==> src/rtl/ruleid_loader.sv <==
// Status-bus loader: builds 512-bit rule beats from 32-bit writes; requests commit one cycle after entry, reads pulse the cycle after.
// Backpressure: out_ready stalls the output FIFO; pushes into a full FIFO are dropped and counted.
module ruleid_fifo #(
   parameter int W     = 512,
   parameter int DEPTH = 4,
   parameter int LW    = $clog2(DEPTH) + 1
) (
   input  logic          clk,
   input  logic          rst,
   input  logic          push_vld,
   input  logic [W-1:0]  push_dat,
   output logic          push_rdy,
   input  logic          pop_rdy,
   output logic          head_vld,
   output logic [W-1:0]  head_dat,
   output logic [LW-1:0] level,
   output logic          full,
   output logic          empty
);
   localparam int AW = LW - 1;

   logic [W-1:0]  mem [DEPTH];
   logic [AW-1:0] rd_ptr;
   logic [AW-1:0] wr_ptr;
   logic          push;
   logic          pop;

   assign full     = (level == LW'(DEPTH));
   assign empty    = (level == '0);
   assign head_vld = !empty;
   assign head_dat = head_vld ? mem[rd_ptr] : '0;
   assign pop      = head_vld & pop_rdy;
   // A pop in the same cycle frees the slot the push lands in.
   assign push_rdy = !full | pop;
   assign push     = push_vld & push_rdy;

   always_ff @(posedge clk or negedge rst) begin
      if (!rst) begin
         rd_ptr <= '0;
         wr_ptr <= '0;
         level  <= '0;
      end else begin
         if (push) wr_ptr <= wr_ptr + 1'b1;
         if (pop)  rd_ptr <= rd_ptr + 1'b1;
         case ({push, pop})
            2'b10:   level <= level + 1'b1;
            2'b01:   level <= level - 1'b1;
            default: level <= level;
         endcase
      end
   end

   always_ff @(posedge clk) begin
      if (push) mem[wr_ptr] <= push_dat;
   end
endmodule

module ruleid_loader #(
   parameter int                     STAT_AWIDTH = 4,
   parameter logic [STAT_AWIDTH-1:0] SEL_VALUE   = 4'd9,
   parameter int                     FIFO_DEPTH  = 4
) (
   input  logic         clk,
   input  logic         rst,
   input  logic [29:0]  status_addr,
   input  logic         status_read,
   input  logic         status_write,
   input  logic [31:0]  status_writedata,
   output logic [31:0]  status_readdata,
   output logic         status_readdata_valid,
   output logic [511:0] out_data,
   output logic         out_valid,
   input  logic         out_ready
);
   localparam int LVL_W = $clog2(FIFO_DEPTH) + 1;

   logic [STAT_AWIDTH-1:0] sel_q;
   logic [4:0]             off_q;
   logic                   rd_q;
   logic                   wr_q;
   logic [31:0]            wdat_q;
   logic                   addr_unused;

   assign addr_unused = ^status_addr[29-STAT_AWIDTH:5];

   always_ff @(posedge clk or negedge rst) begin
      if (!rst) begin
         sel_q  <= '0;
         off_q  <= '0;
         rd_q   <= 1'b0;
         wr_q   <= 1'b0;
         wdat_q <= '0;
      end else begin
         sel_q  <= status_addr[29:30-STAT_AWIDTH];
         off_q  <= status_addr[4:0];
         rd_q   <= status_read;
         wr_q   <= status_write;
         wdat_q <= status_writedata;
      end
   end

   logic hit;
   logic wr_vld;
   logic rd_vld;
   logic ctrl_wr;
   logic push_vld;
   logic push_rdy;
   logic clr_cnt;
   logic clr_stg;

   // A simultaneous read and write keeps only the write.
   assign hit      = (sel_q == SEL_VALUE);
   assign wr_vld   = hit & wr_q;
   assign rd_vld   = hit & rd_q & ~wr_q;
   assign ctrl_wr  = wr_vld & (off_q == 5'd16);
   assign push_vld = ctrl_wr & wdat_q[0];
   assign clr_cnt  = ctrl_wr & wdat_q[1];
   assign clr_stg  = ctrl_wr & wdat_q[2];

   logic [511:0] stg;

   always_ff @(posedge clk or negedge rst) begin
      if (!rst) begin
         stg <= '0;
      end else if (clr_stg) begin
         stg <= '0;
      end else if (wr_vld && !off_q[4]) begin
         stg[{off_q[3:0], 5'b0} +: 32] <= wdat_q;
      end
   end

   logic [LVL_W-1:0] level;
   logic             full;
   logic             empty;

   // The FIFO samples the pre-clear staging beat, so PUSH with CLR_STG enqueues the old contents.
   ruleid_fifo #(
      .W     (512),
      .DEPTH (FIFO_DEPTH),
      .LW    (LVL_W)
   ) u_fifo (
      .clk      (clk),
      .rst      (rst),
      .push_vld (push_vld),
      .push_dat (stg),
      .push_rdy (push_rdy),
      .pop_rdy  (out_ready),
      .head_vld (out_valid),
      .head_dat (out_data),
      .level    (level),
      .full     (full),
      .empty    (empty)
   );

   logic [31:0] sent;
   logic [15:0] drop;

   always_ff @(posedge clk or negedge rst) begin
      if (!rst) begin
         sent <= '0;
         drop <= '0;
      end else if (clr_cnt) begin
         sent <= '0;
         drop <= '0;
      end else begin
         if (out_valid && out_ready) sent <= sent + 32'd1;
         if (push_vld && !push_rdy && drop != 16'hFFFF) drop <= drop + 16'd1;
      end
   end

   logic [31:0] lvl_ext;
   logic        lvl_unused;
   logic [31:0] rd_mux;

   assign lvl_ext    = 32'(level);
   assign lvl_unused = ^lvl_ext[31:4];

   always_comb begin
      rd_mux = '0;
      if (!off_q[4]) begin
         rd_mux = stg[{off_q[3:0], 5'b0} +: 32];
      end else begin
         case (off_q[3:0])
            4'd1:    rd_mux = {26'b0, full, empty, lvl_ext[3:0]};
            4'd2:    rd_mux = sent;
            4'd3:    rd_mux = {16'b0, drop};
            default: rd_mux = '0;
         endcase
      end
   end

   always_ff @(posedge clk or negedge rst) begin
      if (!rst) begin
         status_readdata       <= '0;
         status_readdata_valid <= 1'b0;
      end else begin
         status_readdata_valid <= rd_vld;
         if (rd_vld) status_readdata <= rd_mux;
      end
   end
endmodule

==> config.mk <==
export PLATFORM = sky130hd
export DESIGN_NAME = ruleid_loader
export DESIGN_NICKNAME = d
export VERILOG_FILES = /design/src/rtl/ruleid_loader.sv
export SDC_FILE = /design/constraint.sdc
export NUM_CORES = 2
export LEC_CHECK = 0
export ABC_CLOCK_PERIOD_IN_PS = 30400
export CAP_MARGIN = 20
export CORE_UTILIZATION = 60
export CTS_CLUSTER_DIAMETER = 100
export DETAILED_ROUTE_END_ITERATION = 8
export GPL_ROUTABILITY_DRIVEN = 0
export PLACE_DENSITY_LB_ADDON = 0.3
export SLEW_MARGIN = 5
export SYNTH_ARGS = -nofsm -noshare
export SYNTH_HDL_FRONTEND = slang
export SYNTH_HIERARCHICAL = 1
export SYNTH_SLANG_ARGS = --single-unit
==> constraint.sdc <==
create_clock -name clk -period 30.4 [get_ports clk]
set_input_delay 6.08 -clock clk [delete_from_list [all_inputs] [get_ports clk]]
set_output_delay 6.08 -clock clk [all_outputs]
set_load 0.02 [all_outputs]
==> tab_implementation.tex <==
\begin{tabular}{lr}
\hline
Metric & Value \\
\hline
\multicolumn{2}{l}{\textbf{Drt}} \\
Via count & 59.3k \\
Number of search-and-repair iterations in the first detailed-routing pass & 9 \\
Met1 layer wirelength in the final routing & 103,000 um \\
Uppermost layer routed & met4 \\
Post-detailed-route count of antenna-violating nets & 0 \\
1st-iter DRT viols & 7,298 \\
Final Routed Wirelength & 290,000 um \\
Per-cell routed wire length & 32.4 um \\
Met3 WL post-DR & 25,000 um \\
DR WL met2 & 140,000 um \\
Residual DRC count & 116 \\
Via density per instance & 6.62 \\
\multicolumn{2}{l}{\textbf{Timing}} \\
Count of final hold-check violations & 0 \\
Final worst-path cycle share & 37.2\% \\
Worst hold margin & 0.510 ns \\
Slew at the pin closest to its max-slew limit & $\sim$1.4 ns \\
Slew margin rel. & under 10\% \\
Sum of negative setup slack & 0 ns \\
Unrepaired setup endpoints after global routing & false \\
Fmax & between 80 and 90 MHz \\
Final worst-path setup slack & 19.10 ns \\
Final worst clock skew & 0.0603 ns \\
Final setup violation count & 0 \\
Slew Limit Fails & 0 \\
Final Critical Period & 11.30 ns \\
\multicolumn{2}{l}{\textbf{Synthesis}} \\
Count of flip-flops with a built-in enable after synthesis & 2,048 \\
Synth unique cells & just under 70 \\
Netlist Area Pre-Place & 107,000 um\^{}2 \\
Most common flop cell mapped by yosys & sky130\_fd\_sc\_hd\_\_edfxtp\_1 \\
Top area cells in the synthesized netlist & sky130\_fd\_sc\_hd\_\_edfxtp\_1 58\%, sky130\_fd\_sc\_hd\_\_dfrtp\_1 15\%, sky130\_fd\_sc\_hd\_\_mux4\_2 13\%, sky130\_fd\_sc\_hd\_\_and2\_1 3.1\%, sky130\_fd\_sc\_hd\_\_a22o\_1 2.1\% \\
Number of instances in the synthesized netlist & 5,820 \\
Cell type with the largest total area after synthesis & sky130\_fd\_sc\_hd\_\_edfxtp\_1 \\
Number of storage elements in the synthesis netlist & 2,691 \\
Yosys top cell area share & 57.7\% \\
Average size of a mapped cell & 18.3 um\^{}2 \\
Share of synthesized area occupied by flip-flops and latches & 72.8\% \\
Number of warnings issued by yosys & 6 \\
Post-synthesis async set-or-reset flop share & 23.9\% \\
Syn nets & 5,899 \\
\multicolumn{2}{l}{\textbf{Worst setup path}} \\
Critical Path AT & 5.22 ns \\
Startpoint type of the worst setup path & register \\
Required arrival time at the worst endpoint & 24.32 ns \\
Endpoint class of the critical path & primary output \\
Crit path max fanout & 174 \\
Worst setup path class & register to primary output \\
\multicolumn{2}{l}{\textbf{Place}} \\
Count of buffers inserted at the top-level ports & 591 \\
Cell Count Post-Placement & between 8k and 9k \\
Estimated wirelength of the detail-placed design & 163,000 um \\
Worst slack, placed & 19.70 ns \\
\multicolumn{2}{l}{\textbf{Clocking}} \\
Post-CTS Hold Buffers & 0 \\
Clock-pin slew reported for the worst setup and hold paths after clock tree synthesis & 0.06 ns \\
CTS Buffer Depth & 4 \\
CTS root buffer & sky130\_fd\_sc\_hd\_\_clkbuf\_16 \\
H-tree levels & 5 \\
Total clock buffers created by CTS & $\sim$290 \\
Cells resized by post-CTS repair & 0 \\
Post-CTS setup repair buffer count & 0 \\
Clock tree from TritonCTS & yes \\
TritonCTS sink count & $\sim$2.7k \\
Source-to-sink clock delay at the later pin of the worst-skew pair & 0.94 ns \\
\multicolumn{2}{l}{\textbf{Die}} \\
Area of the die & approximately 180,000 um\^{}2 \\
Starting utilization of the core area & 60.4\% \\
Number of top-level pins & 613 \\
DIE WIDTH & 423 um \\
Total core area & approximately 180,000 um\^{}2 \\
Chip height & 423 um \\
Number of placement rows & 154 \\
\multicolumn{2}{l}{\textbf{Layout}} \\
Most frequent standard cell in the layout excluding fill and tap cells & sky130\_fd\_sc\_hd\_\_edfxtp\_1 \\
Area growth from synthesis to layout & 15.9\% \\
Share of post-route cells with drive strength above 1 & 18.0\% \\
Number of cells in the finished layout apart from fillers & just under 9k \\
Most used cells in the layout excluding fill and tap cells & 2,048 x sky130\_fd\_sc\_hd\_\_edfxtp\_1, 638 x sky130\_fd\_sc\_hd\_\_dfrtp\_1, 622 x sky130\_fd\_sc\_hd\_\_mux4\_2, 590 x sky130\_fd\_sc\_hd\_\_clkdlybuf4s50\_1, 532 x sky130\_fd\_sc\_hd\_\_nand2\_1 \\
Final net count & 6,465 \\
\multicolumn{2}{l}{\textbf{Run status}} \\
Violated checks & DRC \\
Result of the run & finished with violations \\
\multicolumn{2}{l}{\textbf{Power}} \\
Worst voltage drop across the vdd grid & 0.000130 V \\
Static Leakage & 46.9 nW \\
Cell area power density & 77.6 nW/um\^{}2 \\
\multicolumn{2}{l}{\textbf{Hold path}} \\
Worst hold-check path type & register to register \\
\multicolumn{2}{l}{\textbf{Global route}} \\
Antenna violations before repair & 7 \\
GR Util All Layers & about a third \\
Number of global-route vias before repair & 60.1k \\
Global-route wire length before repair & about 420,000 um \\
Overflow left after global routing & 0 \\
Maximum number of pins on one net before global-route repair & 277 \\
\multicolumn{2}{l}{\textbf{Flow run}} \\
Number of maximum-capacitance constraint violations & 0 \\
\hline
\end{tabular}
kinds of logic (layout without fill, tap and decap cells):
| group | count (synthesis) | count (layout) | synth area share (%) |
|---|---|---|---|
| xor+xnor | 34 | 34 | 0.279 |
| mux | 763 | 763 | 14.5 |
| flops | 2691 | 2691 | 72.8 |
| fa+ha+maj | 12 | 12 | 0.148 |
| simple gates | 1262 | 1262 | 6.05 |
| buf+inv | 429 | 1208 | 2.05 |
| compound gates | 629 | 629 | 4.18 |
| other cells | 0 | 6 | 0 |
synthesized netlist by cell type, drive strengths merged (4+ instances only):
cell / number
o221ai: 18
clkbuf: 221
o21ai: 22
a311oi: 4
and4: 10
o22a: 6
and2: 524
a22o: 260
mux2: 12
or3: 19
nor4: 7
a222oi: 5
a31oi: 4
or4: 6
o211a: 6
nor2: 58
ha: 11
nor3: 16
o22ai: 6
nand4: 12
a21oi: 255
a22oi: 11
inv: 18
mux4: 622
dfrtp: 643
a221oi: 5
nor2b: 14
a211oi: 5
edfxtp: 2048
a2111oi: 13
mux2i: 129
nand2: 533
xnor2: 18
and3: 11
nand3: 40
buf: 190
xor2: 16
sequential cells by signal, summed over array words and instances (netlist names), 2 cells and up:
register / count
u_fifo/level: 3
u_fifo/rd_ptr: 2
stg: 512
wdat_q: 32
u_fifo/wr_ptr: 2
sent: 32
sel_q: 4
off_q: 5
status_readdata: 32
drop: 16
u_fifo/mem: 2048
per-stage QoR:
| stage | util, % | total power [mW] | area [um^2] |
|---|---|---|---|
| detailed placement | 64.9 | 6.32 | 114000 |
| global placement | 64.9 | 6.31 | 114000 |
| finish | 70.0 | 9.58 | 123000 |
| global route | 70.0 | 9.85 | 123000 |
| CTS | 70.0 | 9.63 | 123000 |
| floorplan | - | 5.46 | 107000 |
layer usage:
| layer | global-route usage (%) | vias up |
|---|---|---|
| met5 | 0 | - |
| li1 | - | 23900 |
| met2 | 50.8 | 3647 |
| met1 | 42.7 | 31000 |
| met3 | 5.58 | 763 |
| met4 | 21.6 | 0 |
path summary, 6_finish.rpt:
path	slack, ns	cells past startpoint	from	to
setup / recovery	19.10	5	u_fifo/rd_ptr[1]	out_data[502]
setup reg to reg	24.96	8	off_q[1]	stg[327]
max in group asynchronous	21.33	5	rst	stg[103]
hold reg to reg	0.51	0	stg[126]	u_fifo/mem[0][126]
min in group asynchronous	5.13	1	rst	stg[378]
hold / removal	0.51	0	stg[126]	u_fifo/mem[0][126]
worst max-delay path, stage by stage (launching register included):
cell and delay (ns):
sky130_fd_sc_hd__dfrtp_4 0.96, sky130_fd_sc_hd__buf_12 0.78, sky130_fd_sc_hd__buf_4 0.97, sky130_fd_sc_hd__mux4_2 0.38
sky130_fd_sc_hd__and2_1 0.27, sky130_fd_sc_hd__clkdlybuf4s50_1 0.70
report_power, final:
| group | switching (mW) | internal [mW] | total (mW) |
|---|---|---|---|
| combinational | 1.19 | 1.00 | 2.19 |
| clock | 1.39 | 1.96 | 3.34 |
| sequential | 0.0871 | 3.96 | 4.05 |
final cells by class:
type / instances / area, um^2
clock buffer: 405 / 8150
inverter: 18 / 67.6
clock inverter: 96 / 778
tap: 2340 / 2930
sequential: 2691 / 77600
fill: 10700 / 52900
timing repair buffer: 689 / 6860
multi-input combinational: 2700 / 27100
antenna: 6 / 15.0
Power figures use the tool's default switching activity.
